--- config.mk ---
export PLATFORM = sky130hd
export DESIGN_NAME = invader_swarm_flat
export DESIGN_NICKNAME = d
export VERILOG_FILES = /design/src/rtl/swarm_if.sv /design/src/rtl/invader_swarm.sv /design/src/flat_wrapper.sv
export SDC_FILE = /design/constraint.sdc
export NUM_CORES = 1
export LEC_CHECK = 0
export ABC_AREA = 1
export ABC_CLOCK_PERIOD_IN_PS = 2650
export CORE_UTILIZATION = 41
export DETAILED_ROUTE_END_ITERATION = 6
export GPL_TIMING_DRIVEN = 1
export PLACE_DENSITY = 0.72
export SETUP_SLACK_MARGIN = 0.4
export SLEW_MARGIN = 20
export SYNTH_ARGS = -nofsm -noshare
export SYNTH_HDL_FRONTEND = slang
export SYNTH_SLANG_ARGS = --single-unit
--- constraint.sdc ---
create_clock -name clk -period 2.65 [get_ports clk]
set_input_delay 0.6625 -clock clk [delete_from_list [all_inputs] [get_ports clk]]
set_output_delay 0.6625 -clock clk [all_outputs]
set_load 0.05 [all_outputs]
--- src/rtl/swarm_if.sv ---
// swarm_if: invader swarm bus; game-state/frame/hit inputs and formation outputs.
//   master : drives game_state, frame_tick, hit_valid, hit_row, hit_col
//   slave  : drives hit_ack, alive_mask, alive_count, swarm_x, swarm_y, game_win, game_over
interface swarm_if #(
  parameter int ROWS = 5,
  parameter int COLS = 8
);
  logic [1:0]           game_state;
  logic                 frame_tick;
  logic                 hit_valid;
  logic [2:0]           hit_row;
  logic [2:0]           hit_col;
  logic                 hit_ack;
  logic [ROWS*COLS-1:0] alive_mask;
  logic [5:0]           alive_count;
  logic [9:0]           swarm_x;
  logic [9:0]           swarm_y;
  logic                 game_win;
  logic                 game_over;
  modport master (
    output game_state, frame_tick, hit_valid, hit_row, hit_col,
    input  hit_ack, alive_mask, alive_count, swarm_x, swarm_y, game_win, game_over
  );
  modport slave (
    input  game_state, frame_tick, hit_valid, hit_row, hit_col,
    output hit_ack, alive_mask, alive_count, swarm_x, swarm_y, game_win, game_over
  );
endinterface

--- src/rtl/invader_swarm.sv ---
// invader_swarm: invader formation controller (alive bitmap, march/drop, hits, win/over).
//   clk, reset (async, active-high), bus (swarm_if.slave): game_state/frame_tick/hit_* in,
//   hit_ack/alive_mask/alive_count/swarm_x/swarm_y/game_win/game_over out, all registered.
//   Define SWARM_SPEEDUP_EN to make the move period shrink with the alive count.
module invader_swarm #(
  parameter int ROWS        = 5,
  parameter int COLS        = 8,
  parameter int CELL_W      = 16,
  parameter int CELL_H      = 16,
  parameter int X_START     = 64,
  parameter int Y_START     = 48,
  parameter int X_MAX       = 640,
  parameter int STEP_X      = 4,
  parameter int STEP_Y      = 8,
  parameter int Y_LOSE      = 416,
  parameter int BASE_PERIOD = 30,
  parameter int MIN_PERIOD  = 2,
  parameter int SPEED_SHIFT = 1
) (
  input logic   clk,
  input logic   reset,
  swarm_if.slave bus
);
  localparam int N = ROWS * COLS;
  localparam int IW = $clog2(N);
  localparam int FAST_MAX = MIN_PERIOD + (N >> SPEED_SHIFT);
  localparam int PMAX = BASE_PERIOD > FAST_MAX ? BASE_PERIOD : FAST_MAX;
  localparam int CW = $clog2(PMAX + 1);
  localparam logic [1:0] GS_START = 2'd0, GS_MAIN = 2'd1, GS_WIN = 2'd2, GS_LOSE = 2'd3;
  typedef enum logic [1:0] {IDLE, MARCH, WON, LOST} state_t;
  state_t        state;
  logic          dir_left;
  logic [CW-1:0] move_cnt, period;
  logic [CW:0]   cnt_next;
  logic [IW-1:0] hit_idx;
  logic          hit_ok, step, at_edge, over, leave;
`ifdef SWARM_SPEEDUP_EN
  assign period = CW'(MIN_PERIOD) + CW'(bus.alive_count >> SPEED_SHIFT);
`else
  assign period = CW'(BASE_PERIOD);
`endif
  assign cnt_next = {1'b0, move_cnt} + (CW+1)'(1);
  // >= rather than == so a period that shrinks below the running count still fires
  assign step = bus.frame_tick && cnt_next >= {1'b0, period};
  assign hit_idx = IW'(int'(bus.hit_row) * COLS + int'(bus.hit_col));
  assign hit_ok = bus.hit_valid && int'(bus.hit_row) < ROWS && int'(bus.hit_col) < COLS &&
                  bus.alive_mask[hit_idx];
  assign at_edge = dir_left ? bus.swarm_x < 10'(STEP_X)
                            : {1'b0, bus.swarm_x} + 11'(COLS * CELL_W + STEP_X) > 11'(X_MAX);
  assign over = {1'b0, bus.swarm_y} + 11'(ROWS * CELL_H) >= 11'(Y_LOSE);
  // WON/LOST stay put while the game FSM sits in MAIN or in its matching end state
  assign leave = bus.game_state != GS_MAIN &&
                 !(state == WON && bus.game_state == GS_WIN) &&
                 !(state == LOST && bus.game_state == GS_LOSE);
  always_ff @(posedge clk or posedge reset)
    if (reset) begin
      state           <= IDLE;
      dir_left        <= 1'b0;
      move_cnt        <= '0;
      bus.alive_mask  <= '1;
      bus.alive_count <= 6'(N);
      bus.swarm_x     <= 10'(X_START);
      bus.swarm_y     <= 10'(Y_START);
      bus.hit_ack     <= 1'b0;
      bus.game_win    <= 1'b0;
      bus.game_over   <= 1'b0;
    end else begin
      bus.hit_ack <= 1'b0;
      if (leave) begin
        state         <= IDLE;
        bus.game_win  <= 1'b0;
        bus.game_over <= 1'b0;
        if (state == IDLE && bus.game_state == GS_START) begin
          dir_left        <= 1'b0;
          move_cnt        <= '0;
          bus.alive_mask  <= '1;
          bus.alive_count <= 6'(N);
          bus.swarm_x     <= 10'(X_START);
          bus.swarm_y     <= 10'(Y_START);
        end
      end else if (state == IDLE) begin
        state <= MARCH;
      end else if (state == MARCH) begin
        if (bus.alive_count == '0) begin
          state        <= WON;
          bus.game_win <= 1'b1;
        end else if (over) begin
          state         <= LOST;
          bus.game_over <= 1'b1;
        end else begin
          if (hit_ok) begin
            bus.alive_mask[hit_idx] <= 1'b0;
            bus.alive_count         <= bus.alive_count - 6'd1;
            bus.hit_ack             <= 1'b1;
          end
          if (bus.frame_tick) move_cnt <= step ? '0 : cnt_next[CW-1:0];
          if (step && at_edge) begin
            bus.swarm_y <= bus.swarm_y + 10'(STEP_Y);
            dir_left    <= ~dir_left;
          end else if (step) begin
            bus.swarm_x <= dir_left ? bus.swarm_x - 10'(STEP_X) : bus.swarm_x + 10'(STEP_X);
          end
        end
      end
    end
endmodule
--- src/flat_wrapper.sv ---
// flat-port wrapper written by rule: the top's interface ports become plain ports
module invader_swarm_flat 
#(
  parameter int ROWS        = 5,
  parameter int COLS        = 8,
  parameter int CELL_W      = 16,
  parameter int CELL_H      = 16,
  parameter int X_START     = 64,
  parameter int Y_START     = 48,
  parameter int X_MAX       = 640,
  parameter int STEP_X      = 4,
  parameter int STEP_Y      = 8,
  parameter int Y_LOSE      = 416,
  parameter int BASE_PERIOD = 30,
  parameter int MIN_PERIOD  = 2,
  parameter int SPEED_SHIFT = 1
)
  (clk, reset, bus_game_state, bus_frame_tick, bus_hit_valid, bus_hit_row, bus_hit_col, bus_hit_ack, bus_alive_mask, bus_alive_count, bus_swarm_x, bus_swarm_y, bus_game_win, bus_game_over);
  swarm_if #(.ROWS(ROWS), .COLS(COLS)) bus_i ();
  input logic clk;
  input logic reset;
  input wire logic [$bits(bus_i.game_state)-1:0] bus_game_state;
  input wire logic [$bits(bus_i.frame_tick)-1:0] bus_frame_tick;
  input wire logic [$bits(bus_i.hit_valid)-1:0] bus_hit_valid;
  input wire logic [$bits(bus_i.hit_row)-1:0] bus_hit_row;
  input wire logic [$bits(bus_i.hit_col)-1:0] bus_hit_col;
  output wire logic [$bits(bus_i.hit_ack)-1:0] bus_hit_ack;
  output wire logic [$bits(bus_i.alive_mask)-1:0] bus_alive_mask;
  output wire logic [$bits(bus_i.alive_count)-1:0] bus_alive_count;
  output wire logic [$bits(bus_i.swarm_x)-1:0] bus_swarm_x;
  output wire logic [$bits(bus_i.swarm_y)-1:0] bus_swarm_y;
  output wire logic [$bits(bus_i.game_win)-1:0] bus_game_win;
  output wire logic [$bits(bus_i.game_over)-1:0] bus_game_over;
  assign bus_i.game_state = bus_game_state;
  assign bus_i.frame_tick = bus_frame_tick;
  assign bus_i.hit_valid = bus_hit_valid;
  assign bus_i.hit_row = bus_hit_row;
  assign bus_i.hit_col = bus_hit_col;
  assign bus_hit_ack = bus_i.hit_ack;
  assign bus_alive_mask = bus_i.alive_mask;
  assign bus_alive_count = bus_i.alive_count;
  assign bus_swarm_x = bus_i.swarm_x;
  assign bus_swarm_y = bus_i.swarm_y;
  assign bus_game_win = bus_i.game_win;
  assign bus_game_over = bus_i.game_over;
  invader_swarm #(.ROWS(ROWS), .COLS(COLS), .CELL_W(CELL_W), .CELL_H(CELL_H), .X_START(X_START), .Y_START(Y_START), .X_MAX(X_MAX), .STEP_X(STEP_X), .STEP_Y(STEP_Y), .Y_LOSE(Y_LOSE), .BASE_PERIOD(BASE_PERIOD), .MIN_PERIOD(MIN_PERIOD), .SPEED_SHIFT(SPEED_SHIFT)) u_core (.clk(clk), .reset(reset), .bus(bus_i));
endmodule
==> results_dict.tcl <==
set metrics [dict create \
    crit_path_start_kind "register" \
    fill_cells 1151 \
    async_flop_share 1.00 \
    ys_types 40 \
    initial_core_util 0.421 \
    final_nets 850 \
    p_leak_uw 0.00332 \
    drive_gt1_frac 0.162 \
    track_usage 0.228 \
    synth_area_um2 5080 \
    drt_iter0_drc 280 \
    path_cells "clkdlybuf4s50_1" \
    core_um2 12100 \
    place.gp.congestion 0.871 \
    hold_violations 0 \
    placed_cell_area_um2 6000 \
    synth_edf_count 0 \
    fmax_mhz 452 \
    n_antenna_cell 0 \
    final-setup-viol-count 0 \
    clock_latency_ns 0.34 \
    final.setup.tns_ns 0 \
    wl_per_cell_um 15.0 \
    port_buffers 75 \
    postSynthCellCount 747 \
    hold_slack_ns 0.499 \
    critPathKind "reg -> out" \
    slew_headroom 0.662 \
    grt_pass1_vias 4690 \
    synth_top_area_share 0.233 \
    path_clk_slew_ns 0.06 \
    numCtsBuffers 9 \
    clkPwrFrac 0.150 \
    cts-htree-levels 3 \
    dieHeight_um 113 \
    cts_tree "done" \
    synth_area_leaders "dfstp_2 23%, nand2_1 20%, dfrtp_1 13%" \
    area_delta_synth_final_pct 30.0 \
    syn_area_per_cell_um2 6.80 \
    worst-path-max-fanout 4 \
    period_share 0.835 \
    ios 81 \
    clock-sinks 72 \
    ys.warnings.count 0 \
    skew_ns 0.00726 \
    vdd_drop_max_uv 510 \
    cp.arrival_ns 1.55 \
    yosysMostFrequentCell "nand2_1" \
    root_buffer "clkbuf_16" \
    final_util 0.548 \
    status "finished, final reports clean" \
    power.density_nw_per_um2 1260 \
    dieWidth_um 113 \
    firstDrtPassIters 5 \
    rows 40 \
    overflow 0 \
    holdBufCountCts 0 \
    synth_top_flop_cell "dfstp_2" \
    finalCriticalPeriod_ns 2.21 \
    yosysSeqAreaShare 0.366 \
    net-switching-power_uw 4260 \
    ys_ff_latch 72 \
    vias 5267 \
    dieArea_um2 12800 \
    drv_slew 0 \
    drt_wl_total_mm 15.1 \
    p_seq_frac 0.298 \
    vias_per_cell 5.26 \
    endpoint_kind "output pin" \
    grt_max_degree 73 \
    hp-class "reg -> reg" \
    pwr-share-comb 0.552 \
    worstPathRequired_ns 1.99 \
    yosysTopAreaCell "dfstp_2" \
    max-cap-violations 0 \
    worst-path-buf-inv 1 \
    dp_hpwl_mm 9.17 \
    swShare 0.513 \
    max_slew.worst_pin.slew_ns 0.506 \
    slowest_stage "clkdlybuf4s50_1" \
    grt_pass1_wl_mm 23.6 \
    critPathMaxStageDelay_ns 0.82 \
    finalInstanceArea_um2 6610 \
    path_delay_family "buffers and inverters" \
    drcViolationCount 0 \
    ant_nets 0 \
    internal-power_uw 4040 \
    clk_path_buf_depth 2 \
    synth_common_cells "265 x nand2_1, 134 x nand3_1, 53 x o21ai_0" \
    antenna_found_initial 0 \
    rsz0062_at_grt "yes" \
]
-- area by class of cell --
cell class                 count  area, µm²  area share
clock buffer                  14        295      0.0447
clock inverter                 2       10.0     0.00152
inverter                      50        200      0.0303
multi-input combinational    585       2850       0.432
sequential                    72       1860       0.281
tap                          168        210      0.0318
timing repair buffer         111       1180       0.178
-- cell usage in the layout, fill, tap and decap left out, drive strengths merged, types with 2 or more instances in the layout --
cell / synthesis / final
o22ai: 2 / 2
nand2: 273 / 275
dfrtp: 27 / 27
xnor2: 6 / 6
clkinvlp: 0 / 2
o21ai: 56 / 56
a21oi: 11 / 11
dfstp: 45 / 45
nand3: 135 / 135
dlygate4sd2: 0 / 59
nor2: 50 / 50
inv: 49 / 48
nand3b: 2 / 2
o31ai: 2 / 2
nand4: 8 / 8
nor3: 5 / 5
a211oi: 2 / 2
clkdlybuf4s50: 0 / 10
xor2: 10 / 10
clkinv: 1 / 2
clkbuf: 12 / 21
ha: 9 / 9
conb: 1 / 5
buf: 34 / 30
dlymetal6s2s: 0 / 5
-- sequential cells by signal (all words and copies together) (netlist names) --
register / flops
u_core.state: 2
u_core.dir_left: 1
u_core.bus.game_win: 1
u_core.bus.alive_count: 6
u_core.bus.hit_ack: 1
u_core.move_cnt: 5
u_core.bus.swarm_x: 8
u_core.bus.alive_mask: 40
u_core.bus.swarm_y: 7
u_core.bus.game_over: 1
-- per-layer routing --
layer | vias up | track usage | wire [µm]
li1 | 2586 | - | -
met1 | 2424 | 0.319 | 6600
met5 | - | 0 | 0
met2 | 236 | 0.362 | 7110
met3 | 21 | 0.0391 | 1100
met4 | 0 | 0.0623 | 259
-- final timing paths --
kind                       slack, ns                       from                   endpoint  depth (start not counted)
max                             0.44  u_core.bus.alive_count[1]         bus_alive_count[1]                          1
min                             0.50  u_core.bus.alive_mask[25]  u_core.bus.alive_mask[25]                          2
max reg2reg                     0.51  u_core.bus.alive_count[0]  u_core.bus.alive_count[4]                         13
min reg2reg                     0.50  u_core.bus.alive_mask[25]  u_core.bus.alive_mask[25]                          2
max in group asynchronous       1.53                      reset      u_core.bus.swarm_y[4]                          3
min in group asynchronous       0.80                      reset  u_core.bus.alive_count[4]                          3
-- cell families (layout without fill, tap and decap cells) --
group / after synthesis / in the layout / synth area share
adders and majority gates: 9 / 9 / 0.0222
xor gates and xnor gates: 16 / 16 / 0.0276
and+or+nand+nor: 476 / 478 / 0.405
buffers and inverters: 96 / 177 / 0.0963
other: 1 / 5 / 0.000738
DFF: 72 / 72 / 0.366
AOI/OAI and AO/OA: 77 / 77 / 0.0827
-- through the flow --
stage	std cells	total power [µW]	setup WS, ns
3_5_place_dp	966	7100	0.0324
2_1_floorplan	751	5710	0.531
5_1_grt	1002	8860	0.349
4_1_cts	982	8060	0.379
6_report	1002	8310	0.438
3_3_place_gp	966	7050	0.0544
-- worst reg2reg max path, cell delays in order (launching register included) --
cell and delay (ns):
dfrtp_2 0.43, inv_2 0.08, ha_1 0.14, nand4_1 0.22, nand2_1 0.14, inv_1 0.08
nand2_2 0.10, nand2_4 0.08, buf_6 0.14, buf_12 0.12, nand3_4 0.18, clkbuf_16 0.21
nand3_1 0.07, nand2_1 0.09
-- power groups by stage --
stage                     clock [µW]  sequential, µW  combinational, µW
after CTS                       1260            2450               4360
after floorplan                    0            3770               1940
after global routing            1310            2540               5010
final                           1250            2470               4590
after detailed placement           0            2480               4620
after global placement             0            2490               4560
-- timing repair --
| item | CTS | global route |
|---|---|---|
| gates cloned | 0 | 9 |
| resized for setup | 60 | 36 |
| buffers inserted | 0 | 11 |
| pin swaps | 0 | 17 |
| endpoints found under the setup margin | 75 | 69 |
Power figures use the tool's default switching activity.
